File: config.mk
export PLATFORM = sky130hd
export DESIGN_NAME = dmem_arbiter
export DESIGN_NICKNAME = d
export VERILOG_FILES = /design/src/rtl/dmem_arbiter_pkg.sv /design/src/rtl/dmem_arbiter.sv
export SDC_FILE = /design/constraint.sdc
export NUM_CORES = 1
export LEC_CHECK = 0
export BUFFER_PORTS_ARGS = -buffer_cell sky130_fd_sc_hd__buf_2
export CORE_AREA = 2 2 157 159
export CTS_BUF_LIST = sky130_fd_sc_hd__clkbuf_8 sky130_fd_sc_hd__clkbuf_16
export CTS_CLUSTER_SIZE = 20
export DETAILED_ROUTE_END_ITERATION = 10
export DIE_AREA = 0 0 159 161
export PLACE_DENSITY_LB_ADDON = 0.12
export SETUP_SLACK_MARGIN = 0.02
export SKIP_CTS_REPAIR_TIMING = 1
export SYNTH_ARGS = -nofsm -noshare
export SYNTH_HDL_FRONTEND = slang
export SYNTH_SLANG_ARGS = --single-unit
File: constraint.sdc
create_clock -name clk -period 2.6 [get_ports clk]
set_input_delay 0.26 -clock clk [delete_from_list [all_inputs] [get_ports clk]]
set_output_delay 0.26 -clock clk [all_outputs]
set_load 0.1 [all_outputs]
File: src/rtl/dmem_arbiter_pkg.sv
// Shared encodings for the data-memory arbiter: FSM states, read owners and access sizes.
package dmem_arbiter_pkg;

    typedef enum logic {
        S_FREE = 1'b0,
        S_BDTU = 1'b1
    } state_t;

    typedef enum logic [1:0] {
        OWN_NONE = 2'd0,
        OWN_BDTU = 2'd1,
        OWN_CPU  = 2'd2,
        OWN_HOST = 2'd3
    } owner_t;

    localparam logic [1:0] SIZE_BYTE = 2'b00;
    localparam logic [1:0] SIZE_HALF = 2'b01;
    localparam logic [1:0] SIZE_WORD = 2'b10;

    localparam logic [3:0] STARVE_SAT = 4'd15;

endpackage

File: src/rtl/dmem_arbiter.sv
// Data-memory arbiter: BDTU lock, CPU-over-host priority with host anti-starvation,
// and a registered read owner so read data returns while the next access issues.
module dmem_arbiter
    import dmem_arbiter_pkg::*;
#(
    parameter int HOST_STARVE_MAX = 8
) (
    input  logic        clk,
    input  logic        rst_n,
    input  logic        b_busy,
    input  logic [31:0] b_addr,
    input  logic [31:0] b_wdata,
    input  logic        b_rd,
    input  logic        b_wr,
    input  logic [1:0]  b_size,
    output logic [31:0] b_rdata,
    input  logic        c_req,
    input  logic [31:0] c_addr,
    input  logic [31:0] c_wdata,
    input  logic        c_wr,
    input  logic [1:0]  c_size,
    output logic        c_stall,
    output logic [31:0] c_rdata,
    input  logic        h_req,
    input  logic [31:0] h_addr,
    input  logic [31:0] h_wdata,
    input  logic        h_wr,
    output logic        h_gnt,
    output logic        h_rvalid,
    output logic [31:0] h_rdata,
    output logic        m_en,
    output logic        m_we,
    output logic [31:0] m_addr,
    output logic [31:0] m_wdata,
    output logic [1:0]  m_size,
    input  logic [31:0] m_rdata
);

    localparam logic [3:0] LP_STARVE_MAX = 4'(HOST_STARVE_MAX);

    state_t     r_state;
    state_t     w_state_nxt;
    logic [3:0] r_starve;
    logic [3:0] w_starve_nxt;
    owner_t     r_rd_owner;
    owner_t     w_rd_owner_nxt;
    owner_t     w_owner;
    logic       w_host_wins;

    always_ff @(posedge clk or negedge rst_n) begin
        if (!rst_n) begin
            r_state    <= S_FREE;
            r_starve   <= 4'd0;
            r_rd_owner <= OWN_NONE;
        end else begin
            r_state    <= w_state_nxt;
            r_starve   <= w_starve_nxt;
            r_rd_owner <= w_rd_owner_nxt;
        end
    end

    // The lock follows b_busy combinationally in both directions, so a rising
    // b_busy owns memory immediately and a falling one re-arbitrates without a bubble.
    always_comb begin
        w_state_nxt = r_state;
        case (r_state)
            S_FREE:  if (b_busy)  w_state_nxt = S_BDTU;
            S_BDTU:  if (!b_busy) w_state_nxt = S_FREE;
            default: w_state_nxt = S_FREE;
        endcase
    end

    assign w_host_wins = h_req && (!c_req || (r_starve >= LP_STARVE_MAX));

    always_comb begin
        w_owner = OWN_NONE;
        if (!rst_n)           w_owner = OWN_NONE;
        else if (b_busy)      w_owner = OWN_BDTU;
        else if (w_host_wins) w_owner = OWN_HOST;
        else if (c_req)       w_owner = OWN_CPU;
    end

    always_comb begin
        m_en    = 1'b0;
        m_we    = 1'b0;
        m_addr  = 32'd0;
        m_wdata = 32'd0;
        m_size  = SIZE_BYTE;
        c_stall = c_req;
        h_gnt   = 1'b0;
        case (w_owner)
            OWN_BDTU: begin
                m_en    = b_rd | b_wr;
                m_we    = b_wr;
                m_addr  = b_addr;
                m_wdata = b_wdata;
                m_size  = b_size;
            end
            OWN_CPU: begin
                m_en    = 1'b1;
                m_we    = c_wr;
                m_addr  = c_addr;
                m_wdata = c_wdata;
                m_size  = c_size;
                c_stall = 1'b0;
            end
            OWN_HOST: begin
                m_en    = 1'b1;
                m_we    = h_wr;
                m_addr  = h_addr;
                m_wdata = h_wdata;
                m_size  = SIZE_WORD;
                h_gnt   = 1'b1;
            end
            default: ;
        endcase
    end

    always_comb begin
        w_starve_nxt = 4'd0;
        if (h_req && !h_gnt)
            w_starve_nxt = (r_starve == STARVE_SAT) ? STARVE_SAT : r_starve + 4'd1;
    end

    assign w_rd_owner_nxt = (m_en && !m_we) ? w_owner : OWN_NONE;

    assign b_rdata  = m_rdata;
    assign c_rdata  = m_rdata;
    assign h_rdata  = m_rdata;
    assign h_rvalid = (r_rd_owner == OWN_HOST);

endmodule

## Word level (Yosys, flattened, before mapping)

Index checks and enable logic that the tools add are counted.

| word-level totals | value |
|---|---|
| word-level logic and storage cells | 32 |
| register bits after elaboration | 6 |

| cells by class | value |
|---|---|
| equal/unequal tests | 5 |
| $lt $le $gt $ge | 1 |
| bitwise logic cells | 1 |
| multiplexer cells | 14 |
| reduce and logical (&&, ||, !) cells | 8 |
| add/sub/neg operators | 1 |

Operators with widths:

| cell | number |
|---|---|
| $pmux W32 S3 | 2 |
| $mux W2 | 5 |
| $mux W4 | 2 |
| $eq A2 B2 Y1 const B | 3 |
| $pmux W2 S3 | 1 |
| $add A4 B1 Y4 const B | 1 |
| $eq A4 B4 Y1 const B | 1 |
| $ge A4 B4 Y1 const B | 1 |
| $logic_and A1 B1 Y1 | 3 |
| $logic_not A1 Y1 | 3 |
| $pmux W1 S3 | 1 |
| $eq A2 B1 Y1 const B | 1 |
| $mux W1 | 2 |
| $pmux W1 S2 | 1 |
| $reduce_or A2 Y1 | 1 |
| $logic_or A1 B1 Y1 | 1 |
| $or A1 B1 Y1 | 1 |

## Logic depth before layout (Yosys ltp)

| logic depth | value |
|---|---|
| depth in word-level cells | 11 |
| mapped depth | 6 |

## Worst setup path after synthesis

OpenSTA, ideal clock, no wires.

| timing path | value |
|---|---|
| path type | input-to-output |
| start point | input b_busy |
| end point | output m_wdata[22] |
| cell stages on the path | 5 |
| buffers on the path | 1 |
| arrival time | 2.027 ns |
| setup slack | 0.313 ns |
| cell sequence | nand2b_2 > nor3_2 > buf_2 > a22oi_1 > nand2_1 |

| between the ends | value |
|---|---|
| longest elaborated chain between the ends | 4 |

RTL lines:

| element | line | source |
|---|---|---|
| start: declaration | dmem_arbiter.sv:10 | `input logic b_busy,` |
| $mux W2 * | dmem_arbiter.sv:78 | `else if (b_busy) w_owner = OWN_BDTU;` |
| $mux W2 * | dmem_arbiter.sv:77 | `if (!rst_n) w_owner = OWN_NONE;` |
| $eq A2 B2 Y1 / $eq A2 B1 Y1 (equally long branches) | dmem_arbiter.sv:91 | `case (w_owner)` |
| $pmux W32 S3 * | dmem_arbiter.sv:91 |  |
| end: declaration | dmem_arbiter.sv:34 | `output logic [31:0] m_wdata,` |

Mark *: on every way between the ends. The rest lies on a longest branch, timed or not.

## Final worst setup path

| timing path | value |
|---|---|
| start point | register r_starve[3] |
| end point | output m_wdata[8] |

| between the ends | value |
|---|---|
| longest elaborated chain between the ends | 8 |

RTL lines:

| element | line | source |
|---|---|---|
| start: declaration | dmem_arbiter.sv:43 | `logic [3:0] r_starve;` |
| start signal: assignment | dmem_arbiter.sv:57 | `r_starve <= w_starve_nxt;` |
| $ge A4 B4 Y1 * | dmem_arbiter.sv:73 | `assign w_host_wins = h_req && (!c_req \|\| (r_starve >= LP_STARVE_MAX));` |
| $logic_or A1 B1 Y1 * | dmem_arbiter.sv:73 |  |
| $logic_and A1 B1 Y1 * | dmem_arbiter.sv:73 |  |
| $mux W2 * | dmem_arbiter.sv:79 | `else if (w_host_wins) w_owner = OWN_HOST;` |
| $mux W2 * | dmem_arbiter.sv:78 |  |
| $mux W2 * | dmem_arbiter.sv:77 |  |
| $eq A2 B2 Y1 / $eq A2 B1 Y1 (equally long branches) | dmem_arbiter.sv:91 |  |
| $pmux W32 S3 * | dmem_arbiter.sv:91 |  |

Marked as above.

==> flow_metrics.env <==
export IMPL_cpMostUsedCell="buf_12"
export IMPL_vdd_ir_drop_max_mv=0.179
export IMPL_avgViaCountPerCell=3.52
export IMPL_drc=0
export IMPL_synthXorXnorAreaFrac_pct=0
export IMPL_antenna_found_initial=0
export IMPL_grt_first_pass_wirelength_um=16100
export IMPL_crit_path_max_incr_delay_ns=0.50
export IMPL_relSlewSlack_pct=59.2
export IMPL_clockBufferDepth=2
export IMPL_die_width_um=159
export IMPL_fmax_mhz=415
export IMPL_yosys_area_top_type="buf_4"
export IMPL_pwr_share_clk_pct=15.4
export IMPL_fin_area_sq_mm=0.00429
export IMPL_drv_slew=0
export IMPL_core_sq_mm=0.0240
export IMPL_p_leak_nw=2.20
export IMPL_synth_mux_area_share_pct=0
export IMPL_p_switching_w=0.000862
export IMPL_crit_family="simple AND/OR/NAND/NOR gates"
export IMPL_hold_violations=0
export IMPL_grt_pass1_vias=2914
export IMPL_dr_pass1_iters=5
export IMPL_routedWlPerCell_um=13.0
export IMPL_hold_ws_ns=0.397
export IMPL_port_buffers=275
export IMPL_critPathRequiredTime_ns=2.34
export IMPL_ys_types=28
export IMPL_clock_sinks=6
export IMPL_grt_ovfl_total=0
export IMPL_drt_iter0_drc=157
export IMPL_root_buffer="clkbuf_16"
export IMPL_synth_edf_count=0
export IMPL_cts_buffers_inserted=3
export IMPL_grt_usage_pct=7.67
export IMPL_syn_to_final_growth_pct=92.8
export IMPL_core_rowCount=57
export IMPL_drive_gt1_share_pct=55.5
export IMPL_dpl_hpwl_um=9290
export IMPL_cp_arrival_ns=2.15
export IMPL_n_antenna_cell=0
export IMPL_ys_seq_area_share_pct=6.76
export IMPL_comb_power_share_pct=78.1
export IMPL_status="completed"
export IMPL_synthTopCellsByArea="buf_4 (35%), nand2_1 (22%), a22oi_1 (22%)"
export IMPL_fin_tns_setup_ns=0
export IMPL_worstSetupPathType="reg -> out"
export IMPL_cp_cell_sequence="nor2b_1, nor3_4, buf_12, a22oi_1, nand2_1, buf_12"
export IMPL_synth_avg_cell_area_sq_um=6.28
export IMPL_seq_area_sq_um=150
export IMPL_yosys_warnings=0
export IMPL_synth_nets=593
export IMPL_start_util_pct=9.27
export IMPL_pin_count=404
export IMPL_gp_congestion=0.843
export IMPL_wl_um=11000
export IMPL_cts_tree="yes"
export IMPL_critPathSlowestCell="dfrtp_1"
export IMPL_rsz0062_at_grt="false"
export IMPL_finalSetupViolCount=0
export IMPL_async_reset_ff_share_pct=100
export IMPL_crit_path_start_kind="register"
export IMPL_fp_dieH_um=161
export IMPL_worstMarginPinSlew_ns=0.611
export IMPL_swShare_pct=53.9
export IMPL_grt_max_degree=31
export IMPL_critPathMaxFanout=29
export IMPL_fin_crit_ns=2.41
export IMPL_hp_class="in -> reg"
export IMPL_intPower_w=0.000738
export IMPL_synth_ff_type="dfrtp_1"
export IMPL_clkTransAtPathRegs_ns=0.03
export IMPL_yosys_area_share_simple_pct=26.7
export IMPL_n_fill_cell=2739
export IMPL_netlist_area_sq_mm=0.00222
export IMPL_postSynthCellCount=354
export IMPL_synth_top_area_share_pct=34.8
export IMPL_crit_buf_inv=2
export IMPL_power_density_mw_per_mm2=373
export IMPL_cap_violations=0
export IMPL_clk_latency_ns=0.23
export IMPL_synthAdderAreaFrac_pct=1.13
export IMPL_fin_crit_sh_pct=92.7
export IMPL_nets=765
export IMPL_finClkSkew_ns=0.00163
export IMPL_multi_input_comb_area_sq_mm=0.00120
export IMPL_pwr_share_seq_pct=6.5
export IMPL_dieArea_sq_mm=0.0256
export IMPL_synth_compound_area_share_pct=25.7
export IMPL_synth_top_family_by_area="buffers and inverters"
export IMPL_dpl_cell_area_sq_mm=0.00420
export IMPL_cts_max_level=1
export IMPL_drtAntennaViolNets=0
export IMPL_end_kind="output pin"
export IMPL_synth_seq_cells=6
export IMPL_vias=2982
metrics by stage:
stage / power [W] / utilization, % / std cells / worst slack [ns]
after global placement: 0.00137 / 17.5 / 844 / 0.362
final: 0.00160 / 17.9 / 848 / 0.189
after detailed placement: 0.00136 / 17.5 / 844 / 0.297
after CTS: 0.00161 / 17.8 / 847 / 0.140
after global routing: 0.00166 / 17.9 / 848 / 0.0860
after floorplan: 0.00152 / - / 354 / 0.313
cells in the mapped netlist (2+ instances only):
master / number
nor3_1: 2
and2_1: 3
nor2_1: 3
nand2_1: 129
o21ai_0: 3
inv_1: 6
nand3_1: 3
buf_6: 4
dfrtp_1: 6
buf_4: 103
a21oi_1: 4
clkbuf_1: 6
ha_1: 2
buf_2: 3
a22oi_1: 64
worst register-to-register path, cell delays in order, from the launching register on:
cell,delay (ns)
dfrtp_1,0.47
nor2b_1,0.29
nor3_4,0.15
a221o_1,0.46
nor4bb_2,0.29
cell families after synthesis:
kind of cell / after synthesis
AO/OA/AOI/OAI: 77
adder cells (fa/ha/maj): 2
buffers and inverters: 123
flip-flops: 6
AND/OR/NAND/NOR: 146
path summary, 6_finish.rpt:
kind,start,to,depth (start not counted),slack (ns)
max reg2reg,r_starve[3]$_DFF_PN0_,r_rd_owner[0]$_DFF_PN0_,4,0.84
min in group asynchronous,rst_n,r_rd_owner[0]$_DFF_PN0_,2,0.55
min reg2reg,r_starve[0]$_DFF_PN0_,r_starve[0]$_DFF_PN0_,1,0.55
min,rst_n,r_rd_owner[0]$_DFF_PN0_,2,0.40
max in group asynchronous,rst_n,r_starve[0]$_DFF_PN0_,2,1.83
max,r_starve[3]$_DFF_PN0_,m_wdata[8],6,0.19
placed cells by master, fill, tap and decap left out, types with 2 or more instances in the layout:
cell type	Yosys	layout
a21oi_1	4	4
a22oi_1	64	64
and2_1	3	2
buf_12	0	66
buf_2	3	213
buf_4	103	4
clkbuf_16	0	3
dfrtp_1	6	6
ha_1	2	2
inv_1	6	6
nand2_1	129	129
nand3_1	3	3
nor2_1	3	3
nor3_1	2	2
o21ai_0	3	3
power by group through the flow:
| stage | clock network, W | registers [W] | logic, W |
|---|---|---|---|
| 3_3_place_gp | 0 | 0.000104 | 0.00126 |
| 2_1_floorplan | 0 | 0.000104 | 0.00141 |
| 5_1_grt | 0.000258 | 0.000105 | 0.00130 |
| 3_5_place_dp | 0 | 0.000105 | 0.00126 |
| 6_report | 0.000246 | 0.000104 | 0.00125 |
| 4_1_cts | 0.000249 | 0.000104 | 0.00126 |
sequential cells by signal, summed over array words and instances (netlist names):
register,flops
r_starve,4
r_rd_owner,2
final cells by class:
class,instances,area share (%)
clock buffers,3,1.75
inverters,6,0.526
multi-input cells,225,28.1
flip-flops and latches,6,3.50
well taps,324,9.46
repair buffers,284,56.6
layer usage:
metal	vias up	part of all wire [%]	global-route usage, %
met4	0	2.1	1.82
met5	-	0	0
li1	1438	-	-
met2	196	51	14.1
met3	20	9.4	1.87
met1	1328	38	9.00
No activity file was read; power rests on OpenSTA's default activity.
